[src/rtl/gpi_conditioner.sv]
// rtl/gpi_conditioner.sv - per-channel GPI polarity fix, 2-flop sync, debounce, edge pulses, sticky events
// Optional sticky events and interrupt built when GPI_CONDITIONER_EVT_EN is defined.
module gpi_conditioner #(
  parameter int unsigned      Width          = 13,
  parameter int unsigned      DebounceCycles = 50000,
  parameter logic [Width-1:0] InvertMask     = {Width{1'b1}},
  parameter logic [Width-1:0] RiseEvtMask    = {Width{1'b1}},
  parameter logic [Width-1:0] FallEvtMask    = {Width{1'b0}}
) (
  input  logic             clk_sys_i,
  input  logic             rst_sys_ni,
  input  logic [Width-1:0] gp_raw_i,
  output logic [Width-1:0] gp_o,
  output logic [Width-1:0] rise_o,
  output logic [Width-1:0] fall_o,
  output logic [Width-1:0] evt_o,
  input  logic [Width-1:0] evt_clr_i,
  output logic             irq_o
);

  localparam int unsigned     CntW    = $clog2(DebounceCycles + 1);
  localparam logic [CntW-1:0] CntLast = CntW'(DebounceCycles - 1);

  logic [Width-1:0] sync1_q;
  logic [Width-1:0] sync2_q;
  logic [CntW-1:0]  cnt_q [Width];

  // Polarity is fixed before the synchroniser so reset-state 0 always means "off".
  always_ff @(posedge clk_sys_i or negedge rst_sys_ni) begin
    if (!rst_sys_ni) begin
      sync1_q <= '0;
      sync2_q <= '0;
    end else begin
      sync1_q <= gp_raw_i ^ InvertMask;
      sync2_q <= sync1_q;
    end
  end

  always_ff @(posedge clk_sys_i or negedge rst_sys_ni) begin
    if (!rst_sys_ni) begin
      gp_o   <= '0;
      rise_o <= '0;
      fall_o <= '0;
      for (int i = 0; i < int'(Width); i++) begin
        cnt_q[i] <= '0;
      end
    end else begin
      for (int i = 0; i < int'(Width); i++) begin
        rise_o[i] <= 1'b0;
        fall_o[i] <= 1'b0;
        if (sync2_q[i] == gp_o[i]) begin
          cnt_q[i] <= '0;
        end else if (cnt_q[i] == CntLast) begin
          gp_o[i]   <= sync2_q[i];
          rise_o[i] <= sync2_q[i];
          fall_o[i] <= ~sync2_q[i];
          cnt_q[i]  <= '0;
        end else begin
          cnt_q[i] <= cnt_q[i] + CntW'(1);
        end
      end
    end
  end

`ifdef GPI_CONDITIONER_EVT_EN
  logic [Width-1:0] evt_q;

  // A set from a same-cycle edge pulse overrides a write-1-to-clear.
  always_ff @(posedge clk_sys_i or negedge rst_sys_ni) begin
    if (!rst_sys_ni) begin
      evt_q <= '0;
    end else begin
      evt_q <= (evt_q & ~evt_clr_i) | (rise_o & RiseEvtMask) | (fall_o & FallEvtMask);
    end
  end

  assign evt_o = evt_q;
  assign irq_o = |evt_q;
`else
  logic [Width-1:0] unused_evt_clr;
  assign unused_evt_clr = evt_clr_i;

  assign evt_o = '0;
  assign irq_o = 1'b0;
`endif

endmodule

[config.mk]
export PLATFORM = sky130hd
export DESIGN_NAME = gpi_conditioner
export DESIGN_NICKNAME = d
export VERILOG_FILES = /design/src/rtl/gpi_conditioner.sv
export SDC_FILE = /design/constraint.sdc
export NUM_CORES = 1
export LEC_CHECK = 0
export CAP_MARGIN = 40
export CORE_MARGIN = 2
export CORE_UTILIZATION = 30
export DETAILED_ROUTE_END_ITERATION = 12
export PLACE_DENSITY_LB_ADDON = 0.05
export RECOVER_POWER = 100
export SKIP_CTS_REPAIR_TIMING = 1
export SYNTH_ARGS = -nofsm -noshare
export SYNTH_HDL_FRONTEND = slang
export SYNTH_SLANG_ARGS = --single-unit
[constraint.sdc]
create_clock -name clk_sys_i -period 2.8 [get_ports clk_sys_i]
set_clock_uncertainty 0.15 [all_clocks]
set_input_delay 0.28 -clock clk_sys_i [delete_from_list [all_inputs] [get_ports clk_sys_i]]
set_output_delay 0.28 -clock clk_sys_i [all_outputs]
set_load 0.005 [all_outputs]
==> results of run 1 <==
[flip-flops by register name, summed over array words and instances (netlist names)]
| name | flops |
|---|---|
| cnt_q | 208 |
| gp_o | 13 |
| rise_o | 13 |
| sync2_q | 13 |
| sync1_q | 13 |
| fall_o | 13 |
[critical path, stage by stage (launching register included)]
cell and delay (ns):
dfrtp_1 0.44, or3_1 0.36, or4_1 0.65, nand2_1 0.47, nor2_1 0.12
[final cells by class]
type | count | share of cell area, %
repair buffers | 66 | 4.39
multi-input cells | 849 | 35.6
inverters | 38 | 0.972
well taps | 532 | 4.54
flip-flops and latches | 273 | 46.6
clock buffers | 55 | 7.32
clock inverters | 10 | 0.580
[cells in the mapped netlist (all sizes together) (3+ instances only)]
cell     number  area, um^2
mux2         13         154
nor3b        28         210
nor2        237         890
buf          23         166
nand4        56         350
or3           4        25.0
nor4         51         319
and4          7        61.3
ha           13         163
or4           7        71.3
nand2        55         219
and3         21         131
nand4b        3        26.3
clkbuf       10        37.5
nor4bb       14         140
inv          38         143
xnor2       148        1300
o31ai         3        27.5
nor4b         7        67.6
nand4bb       7        78.8
nor3         35         175
dfrtp       273        6830
nand3        72         365
xor2         45         394
[cells by family (layout without fill, tap and decap cells)]
kind of cell,Yosys count,in the layout
AND/OR/NAND/NOR,609,609
buffers and inverters,71,169
adder cells (fa/ha/maj),13,13
XOR/XNOR,193,193
flip-flops,273,273
AO/OA/AOI/OAI,7,7
multiplexers,13,13
other,1,14
[cell usage in the layout (no fill, tap or decap), drive strengths merged, types with 21 or more instances in the layout]
cell type and n:
nor4 51, nand3 72, nand2 55, nor3b 28, and3 21, nand4 56, nor3 35, dfrtp 273
clkbuf 61, inv 40, dlygate4sd3 53, xnor2 148, xor2 45, nor2 237
[layer usage]
metal / GRT usage [%] / up-vias
met3: 3.37 / 40
met1: 16.4 / 3993
li1: - / 4210
met2: 17.5 / 93
met4: 3.82 / 0
met5: 0 / -
[worst min-delay path by stage]
stage                     start              endpoint  slack (ns)  cells past startpoint
floorplan            rst_sys_ni    cnt_q[0]$_DFF_PN0_       -0.17                      0
CTS                  rst_sys_ni  sync1_q[9]$_DFF_PN0_       -0.47                      1
global route        gp_raw_i[2]  sync1_q[2]$_DFF_PN0_        0.15                      2
detailed placement   rst_sys_ni   cnt_q[42]$_DFF_PN0_        0.13                      1
finish              gp_raw_i[3]  sync1_q[3]$_DFF_PN0_        0.17                      2
global placement     rst_sys_ni   cnt_q[42]$_DFF_PN0_        0.12                      1
[metrics by stage]
step                total power, W  utilization (%)  hold WS [ns]  instance area, um^2
detailed placement         0.00442             33.3         0.126                13600
floorplan                  0.00427                -        -0.166                12500
finish                     0.00880             35.9         0.173                14700
global placement           0.00442             33.3         0.121                13600
CTS                        0.00904             36.2        -0.468                14800
global route               0.00923             35.9         0.153                14700
[power by group through the flow]
stage / Combinational [W] / Clock [W] / Sequential, W
finish: 0.000252 / 0.00447 / 0.00407
global route: 0.000300 / 0.00484 / 0.00408
CTS: 0.000277 / 0.00469 / 0.00407
detailed placement: 0.000275 / 0 / 0.00414
global placement: 0.000273 / 0 / 0.00414
floorplan: 0.000135 / 0 / 0.00413
==> results.py, run 1 <==
metrics = {
    "run_status": {
        "status": "finished with violations",
        "violations": "capacitance limit, slew limit",
    },
    "clock_tree": {
        "cts_inserted_buffers": 36,
        "cts_tree": "done",
        "clock_latency_ns": 0.54,
        "clk_pin_slew_ns": 0.06,
        "cts_root_buffer": "clkbuf_16",
        "cts_buffer_depth": 3,
        "htreeDepth": 2,
        "cts_sinks": 273,
    },
    "synth": {
        "seq_area_frac_synth_pct": 55.0,
        "synth_simple_gate_area_share_pct": 25.5,
        "yosys.area_share.adder_pct": 1.31,
        "synth_ff_type": "dfrtp_1",
        "synth_top_family_by_area": "simple AND/OR/NAND/NOR gates",
        "syn_area_um2": 12400,
        "ys_seq_elements": 273,
        "syn_inst": 1180,
        "avgSynthCellArea_um2": 10.5,
        "synth_edf_count": 0,
        "synthMuxAreaShare_pct": 1.24,
        "synth_xor_area_share_pct": 13.6,
        "synth_compound_area_share_pct": 0.564,
        "synthArstFlopShare_pct": 100,
        "synth.distinct_cells": 41,
        "ys.warnings.count": 0,
    },
    "worst_setup_path": {
        "critPathCapture": "cnt_q[174]$_DFF_PN0_",
        "worst-path-max-fanout": 15,
        "cp-startpoint": "cnt_q[171]$_DFF_PN0_",
        "worst_ep_arrival_time_ns": 2.57,
        "rr_endpoint": "cnt_q[174]$_DFF_PN0_",
        "reg2reg_slack_ns": 0.47,
        "critical_path_class": "flop to flop",
        "cp-start-kind": "flop",
        "r2r_cells": 4,
        "r2r-start": "cnt_q[171]$_DFF_PN0_",
        "crit_required_ns": 3.04,
        "endpoint_kind": "flop",
    },
    "final_layout": {
        "drive_gt1_share_pct": 5.58,
        "nFillCells": 4101,
        "multi_input_area_um2": 5230,
        "antenna_cells": 0,
        "final_cells": 1823,
        "fin_nets": 1305,
        "seqCellArea_um2": 6830,
        "area_growth_pct": 18.0,
    },
    "min_path": {
        "holdCritPathClass": "primary input to flop",
    },
    "power": {
        "combinationalPowerShare_pct": 2.9,
        "p_seq_share_pct": 46.3,
        "cellLeakagePower_nw": 6.05,
        "powerDensity_nw_per_um2": 600,
        "power_frac_clock_pct": 50.8,
        "power.share.switching_pct": 22.4,
        "power_switching_w": 0.00197,
        "peakVddDrop_mv": 0.386,
        "internal_power_w": 0.00683,
    },
    "sta": {
        "max_freq_ghz": 0.429,
        "worst_pin_slew_ns": 1.76,
        "hold_viol_final": 0,
        "setup_viol": 0,
        "fin_ws_ns": 0.469,
        "min_period_ns": 2.33,
        "finalSetupTns_ns": 0,
        "min_period_over_period_pct": 83.3,
        "report.final.slew_viol_count": 60,
        "relSlewSlack_pct": -17.4,
        "rsz0062_at_grt": "false",
    },
    "route": {
        "vias_per_cell": 4.57,
        "wl_met3_um": 1080,
        "met2_length_um": 10300,
        "drc": 0,
        "wl_met1_um": 12200,
        "wl_per_cell_um": 13.3,
        "drt-total-wl_um": 24200,
        "first_iter_violations": 256,
        "first_pass_iters": 4,
        "final_antenna_net_count": 0,
        "vias": 8336,
        "maxUsedRoutingLayer": "met4",
    },
    "run": {
        "drv_cap": 1,
    },
    "floorplanning": {
        "coreArea_um2": 40800,
        "initial_core_util_pct": 30.4,
        "die_w_um": 208,
        "ios": 81,
        "dieArea_um2": 43100,
        "die_y_um": 208,
        "num_rows": 74,
    },
    "global_route": {
        "grt_usage_pct": 11.8,
        "grt_max_degree": 65,
        "gr-total-overflow": 0,
        "antenna_found_initial": 0,
        "grt_pass1_vias": 8426,
        "grt_pass1_wl_um": 42600,
    },
    "placed_design": {
        "placement.io_buffers": 53,
        "placedCellCount": 1757,
        "place.gp.congestion": 0.724,
        "dp_slack_ns": 0.569,
        "dpl.hpwl_um": 15400,
    },
}
No activity file was read; power rests on OpenSTA's default activity.
==> run 2: changes to the inputs <==
clock period = 1.9 ns   (was 2.8 ns; I/O delays follow)
==> results.py, run 2 (same netlist as run 1, synthesis figures left out) <==
metrics = {
    "route": {
        "maxUsedRoutingLayer": "met4",
        "first_pass_iters": 5,
        "drt-total-wl_um": 25100,
        "wl_met3_um": 918,
        "drc": 0,
        "vias": 8816,
        "vias_per_cell": 4.56,
        "met2_length_um": 11200,
        "wl_met1_um": 12300,
        "final_antenna_net_count": 0,
        "first_iter_violations": 368,
        "wl_per_cell_um": 13.0,
    },
    "min_path": {
        "holdCritPathClass": "primary input to flop",
    },
    "sta": {
        "worst_pin_slew_ns": 1.22,
        "relSlewSlack_pct": 18.8,
        "fin_hold_ws_ns": 0.116,
        "hold_viol_final": 0,
        "setup_viol": 34,
        "report.final.slew_viol_count": 0,
        "min_period_over_period_pct": 103,
        "rsz0062_at_grt": "true",
        "min_period_ns": 1.95,
        "max_freq_ghz": 0.513,
        "fin_ws_ns": -0.0480,
    },
    "final_layout": {
        "antenna_cells": 0,
        "max_flop_register": "cnt_q",
        "mostFrequentLayoutCells": "dfrtp_1, nor2_1, xnor2_1",
        "drive_gt1_share_pct": 15.2,
        "final_cells": 1933,
        "fin_area_um2": 15800,
        "area_growth_pct": 27.1,
        "fin_nets": 1418,
        "largest_reg_flops": 208,
        "nFillCells": 4068,
        "post-route-util_pct": 38.7,
        "mostFrequentLayoutCell": "dfrtp_1",
    },
    "clock_tree": {
        "cts_root_buffer": "clkbuf_16",
        "htreeDepth": 2,
        "cts_inserted_buffers": 36,
        "cts_buffer_depth": 3,
        "clk_pin_slew_ns": 0.05,
        "cts_sinks": 273,
        "clock_latency_ns": 0.52,
        "cts_tree": "done",
    },
    "global_route": {
        "gr-total-overflow": 0,
        "antenna_found_initial": 0,
        "grt_max_degree": 49,
        "grt_pass1_vias": 8908,
        "grt_usage_pct": 12.0,
        "grt_pass1_wl_um": 43700,
    },
    "placed_design": {
        "dpl-instance-area_um2": 14400,
        "placedCellCount": 1853,
        "placement.io_buffers": 53,
        "place.gp.congestion": 0.750,
        "dpl.hpwl_um": 16600,
    },
    "worst_setup_path": {
        "worst_ep_arrival_time_ns": 2.21,
        "path_cells": "nor4b_2 > nand3b_1 > or4_4 > mux2_4",
        "critical_path_class": "flop to flop",
        "critical_path.max_stage_delay_ns": 0.54,
        "crit_required_ns": 2.16,
        "cp-start-kind": "flop",
        "cp_top_family": "simple AND/OR/NAND/NOR gates",
        "endpoint_kind": "flop",
        "critPathSlowestCell": "or4_4",
        "path_buf_inv": 0,
        "worst-path-max-fanout": 4,
    },
    "floorplanning": {
        "ios": 81,
        "coreArea_um2": 40800,
        "dieArea_um2": 43100,
        "die_w_um": 208,
        "num_rows": 74,
        "die_y_um": 208,
        "initial_core_util_pct": 30.4,
    },
    "power": {
        "internal_power_w": 0.0102,
        "peakVddDrop_mv": 0.593,
        "total_power_w": 0.0130,
        "powerDensity_nw_per_um2": 825,
        "p_seq_share_pct": 46.1,
        "power_switching_w": 0.00286,
        "power_frac_clock_pct": 50.3,
        "power.share.switching_pct": 21.9,
        "cellLeakagePower_nw": 6.59,
        "combinationalPowerShare_pct": 3.6,
    },
    "run": {
        "drv_cap": 0,
    },
    "run_status": {
        "violations": "setup timing",
        "status": "finished with violations",
    },
}
-- run 2: per-stage QoR --
stage | setup WS (ns) | setup TNS [ns]
6_report | -0.0480 | -0.537
5_1_grt | -0.108 | -4.35
4_1_cts | -0.112 | -0.195
3_5_place_dp | -0.110 | -0.150
3_3_place_gp | -0.117 | -0.142
2_1_floorplan | 0.000953 | 0
-- run 2: path summary, 6_finish.rpt --
kind | start | endpoint | slack, ns | cells past startpoint
worst min register to register | sync1_q[11]$_DFF_PN0_ | sync2_q[11]$_DFF_PN0_ | 0.19 | 0
worst min-delay path | gp_raw_i[12] | sync1_q[12]$_DFF_PN0_ | 0.12 | 2
worst max-delay path | cnt_q[196]$_DFF_PN0_ | gp_o[0]$_DFFE_PN0P_ | -0.05 | 4
min in group asynchronous | rst_sys_ni | cnt_q[39]$_DFF_PN0_ | 0.34 | 2
max in group asynchronous | rst_sys_ni | cnt_q[5]$_DFF_PN0_ | 0.28 | 3
worst max register to register | cnt_q[196]$_DFF_PN0_ | gp_o[0]$_DFFE_PN0P_ | -0.05 | 4
-- run 2: power by group through the flow --
stage               registers (W)  clock network [W]  logic [W]
floorplan                 0.00609                  0   0.000200
global placement          0.00610                  0   0.000485
CTS                       0.00600            0.00687   0.000486
detailed placement        0.00610                  0   0.000482
finish                    0.00600            0.00656   0.000470
global route              0.00602            0.00710   0.000549
-- run 2: cell type report --
| type | count | area (um^2) | area share [%] |
|---|---|---|---|
| sequential | 273 | 6830 | 43.2 |
| timing repair buffer | 179 | 1530 | 9.68 |
| multi-input combinational | 849 | 5490 | 34.8 |
| inverter | 38 | 143 | 0.903 |
| tap | 532 | 666 | 4.21 |
| clock inverter | 6 | 80.1 | 0.507 |
| clock buffer | 56 | 1060 | 6.69 |
-- run 2: per-layer routing --
layer | GRT usage, % | vias up
met4 | 4.70 | 0
met5 | 0 | -
met3 | 2.56 | 43
li1 | - | 4447
met2 | 18.7 | 106
met1 | 16.4 | 4220
==> run 3: changes to the inputs <==
MAX_ROUTING_LAYER = met4   (was default)
==> results.py, run 3 (same netlist as run 1, synthesis figures left out) <==
metrics = {
    "route": {
        "first_pass_iters": 5,
        "drt-total-wl_um": 25100,
        "vias": 8824,
        "drc": 0,
        "first_iter_violations": 362,
        "final_antenna_net_count": 0,
        "vias_per_cell": 4.56,
        "wl_per_cell_um": 13.0,
    },
    "run_status": {
        "status": "finished with violations",
        "violations": "setup timing",
    },
    "clock_tree": {
        "clock_latency_ns": 0.52,
        "htreeDepth": 2,
        "cts_buffer_depth": 3,
        "clk_pin_slew_ns": 0.05,
        "cts_tree": "done",
        "cts_root_buffer": "clkbuf_16",
        "cts_sinks": 273,
        "cts_inserted_buffers": 36,
    },
    "worst_setup_path": {
        "critical_path_class": "flop to flop",
        "worst_ep_arrival_time_ns": 2.21,
        "r2r-start": "cnt_q[196]$_DFF_PN0_",
        "reg2reg_slack_ns": -0.05,
        "cp-start-kind": "flop",
        "r2r_cells": 4,
        "rr_endpoint": "gp_o[0]$_DFFE_PN0P_",
        "cp-startpoint": "cnt_q[196]$_DFF_PN0_",
        "crit_required_ns": 2.16,
        "endpoint_kind": "flop",
        "worst-path-max-fanout": 4,
    },
    "sta": {
        "rsz0062_at_grt": "true",
        "setup_viol": 34,
        "hold_viol_final": 0,
        "worst_pin_slew_ns": 1.22,
        "min_period_over_period_pct": 103,
        "fin_ws_ns": -0.0513,
        "report.final.slew_viol_count": 0,
        "min_period_ns": 1.95,
        "relSlewSlack_pct": 18.8,
        "max_freq_ghz": 0.512,
    },
    "min_path": {
        "holdCritPathClass": "primary input to flop",
        "holdPathEnd": "sync1_q[12]$_DFF_PN0_",
        "min_from": "gp_raw_i[12]",
        "whs_path_depth": 2,
    },
    "global_route": {
        "gr-total-overflow": 0,
        "antenna_found_initial": 0,
        "grt_pass1_wl_um": 43700,
        "grt_max_degree": 49,
        "grt_pass1_vias": 8912,
        "grt_usage_pct": 12.4,
    },
    "floorplanning": {
        "ios": 81,
        "die_y_um": 208,
        "num_rows": 74,
        "dieArea_um2": 43100,
        "die_w_um": 208,
        "initial_core_util_pct": 30.4,
        "coreArea_um2": 40800,
    },
    "power": {
        "peakVddDrop_mv": 0.593,
        "total_power_w": 0.0130,
        "cellLeakagePower_nw": 6.59,
        "powerDensity_nw_per_um2": 825,
    },
    "final_layout": {
        "drive_gt1_share_pct": 15.2,
        "largest_reg_flops": 208,
        "mostFrequentLayoutCells": "dfrtp_1, nor2_1, xnor2_1",
        "max_flop_register": "cnt_q",
        "mostFrequentLayoutCell": "dfrtp_1",
        "antenna_cells": 0,
        "area_growth_pct": 27.1,
        "fin_nets": 1418,
    },
    "placed_design": {
        "placement.io_buffers": 53,
        "dpl.hpwl_um": 16600,
        "dp_slack_ns": -0.110,
        "place.gp.congestion": 0.759,
    },
    "run": {
        "drv_cap": 0,
    },
}
-- run 3: cell type report --
cell class                      count  area, um^2
Tap cell                          532         666
Fill cell                        4068       25000
Timing Repair Buffer              179        1530
Clock inverter                      6        80.1
Multi-Input combinational cell    849        5490
Clock buffer                       56        1060
Inverter                           38         143
Sequential cell                   273        6830
-- run 3: power by group --
part           switching, W  leakage (nW)  total (W)  internal, W
Sequential        0.0000899          3.72    0.00600      0.00591
Clock               0.00249         0.558    0.00656      0.00407
Combinational      0.000284          2.31   0.000470     0.000186
Total               0.00286          6.59     0.0130       0.0102
-- run 3: through the flow --
| step | util, % | cell area [um^2] | TNS (ns) | hold slack (ns) | std cells |
|---|---|---|---|---|---|
| final | 38.7 | 15800 | -0.540 | 0.115 | 1933 |
| after global routing | 38.7 | 15800 | -4.35 | 0.116 | 1933 |
| after CTS | 38.1 | 15600 | -0.195 | -0.563 | 1915 |
| after detailed placement | 35.3 | 14400 | -0.150 | 0.0109 | 1853 |
| after global placement | 35.3 | 14400 | -0.142 | 0.0129 | 1853 |
| after floorplan | - | 12500 | 0 | -0.256 | 1193 |
-- run 3: worst max-delay path by stage --
stage,to,slack (ns),depth (start not counted)
after floorplan,gp_o[0]$_DFFE_PN0P_,0.001,4
after global placement,gp_o[0]$_DFFE_PN0P_,-0.12,4
after detailed placement,gp_o[0]$_DFFE_PN0P_,-0.11,4
after CTS,gp_o[0]$_DFFE_PN0P_,-0.11,4
after global routing,rise_o[11]$_DFF_PN0_,-0.11,4
final,gp_o[0]$_DFFE_PN0P_,-0.05,4
-- run 3: metal layers --
layer | vias up | share of wire [%] | global-route usage, %
met5 | - | 0 | -
met1 | 4228 | 49 | 16.4
met3 | 44 | 3.6 | 2.53
li1 | 4448 | - | -
met2 | 104 | 45 | 18.7
met4 | 0 | 2.6 | 4.70
-- run 3: critical path, stage by stage (launching register included) --
cell      delay (ns)
dfrtp_1         0.39
nor4b_2         0.30
nand3b_1        0.16
or4_4           0.54
mux2_4          0.31
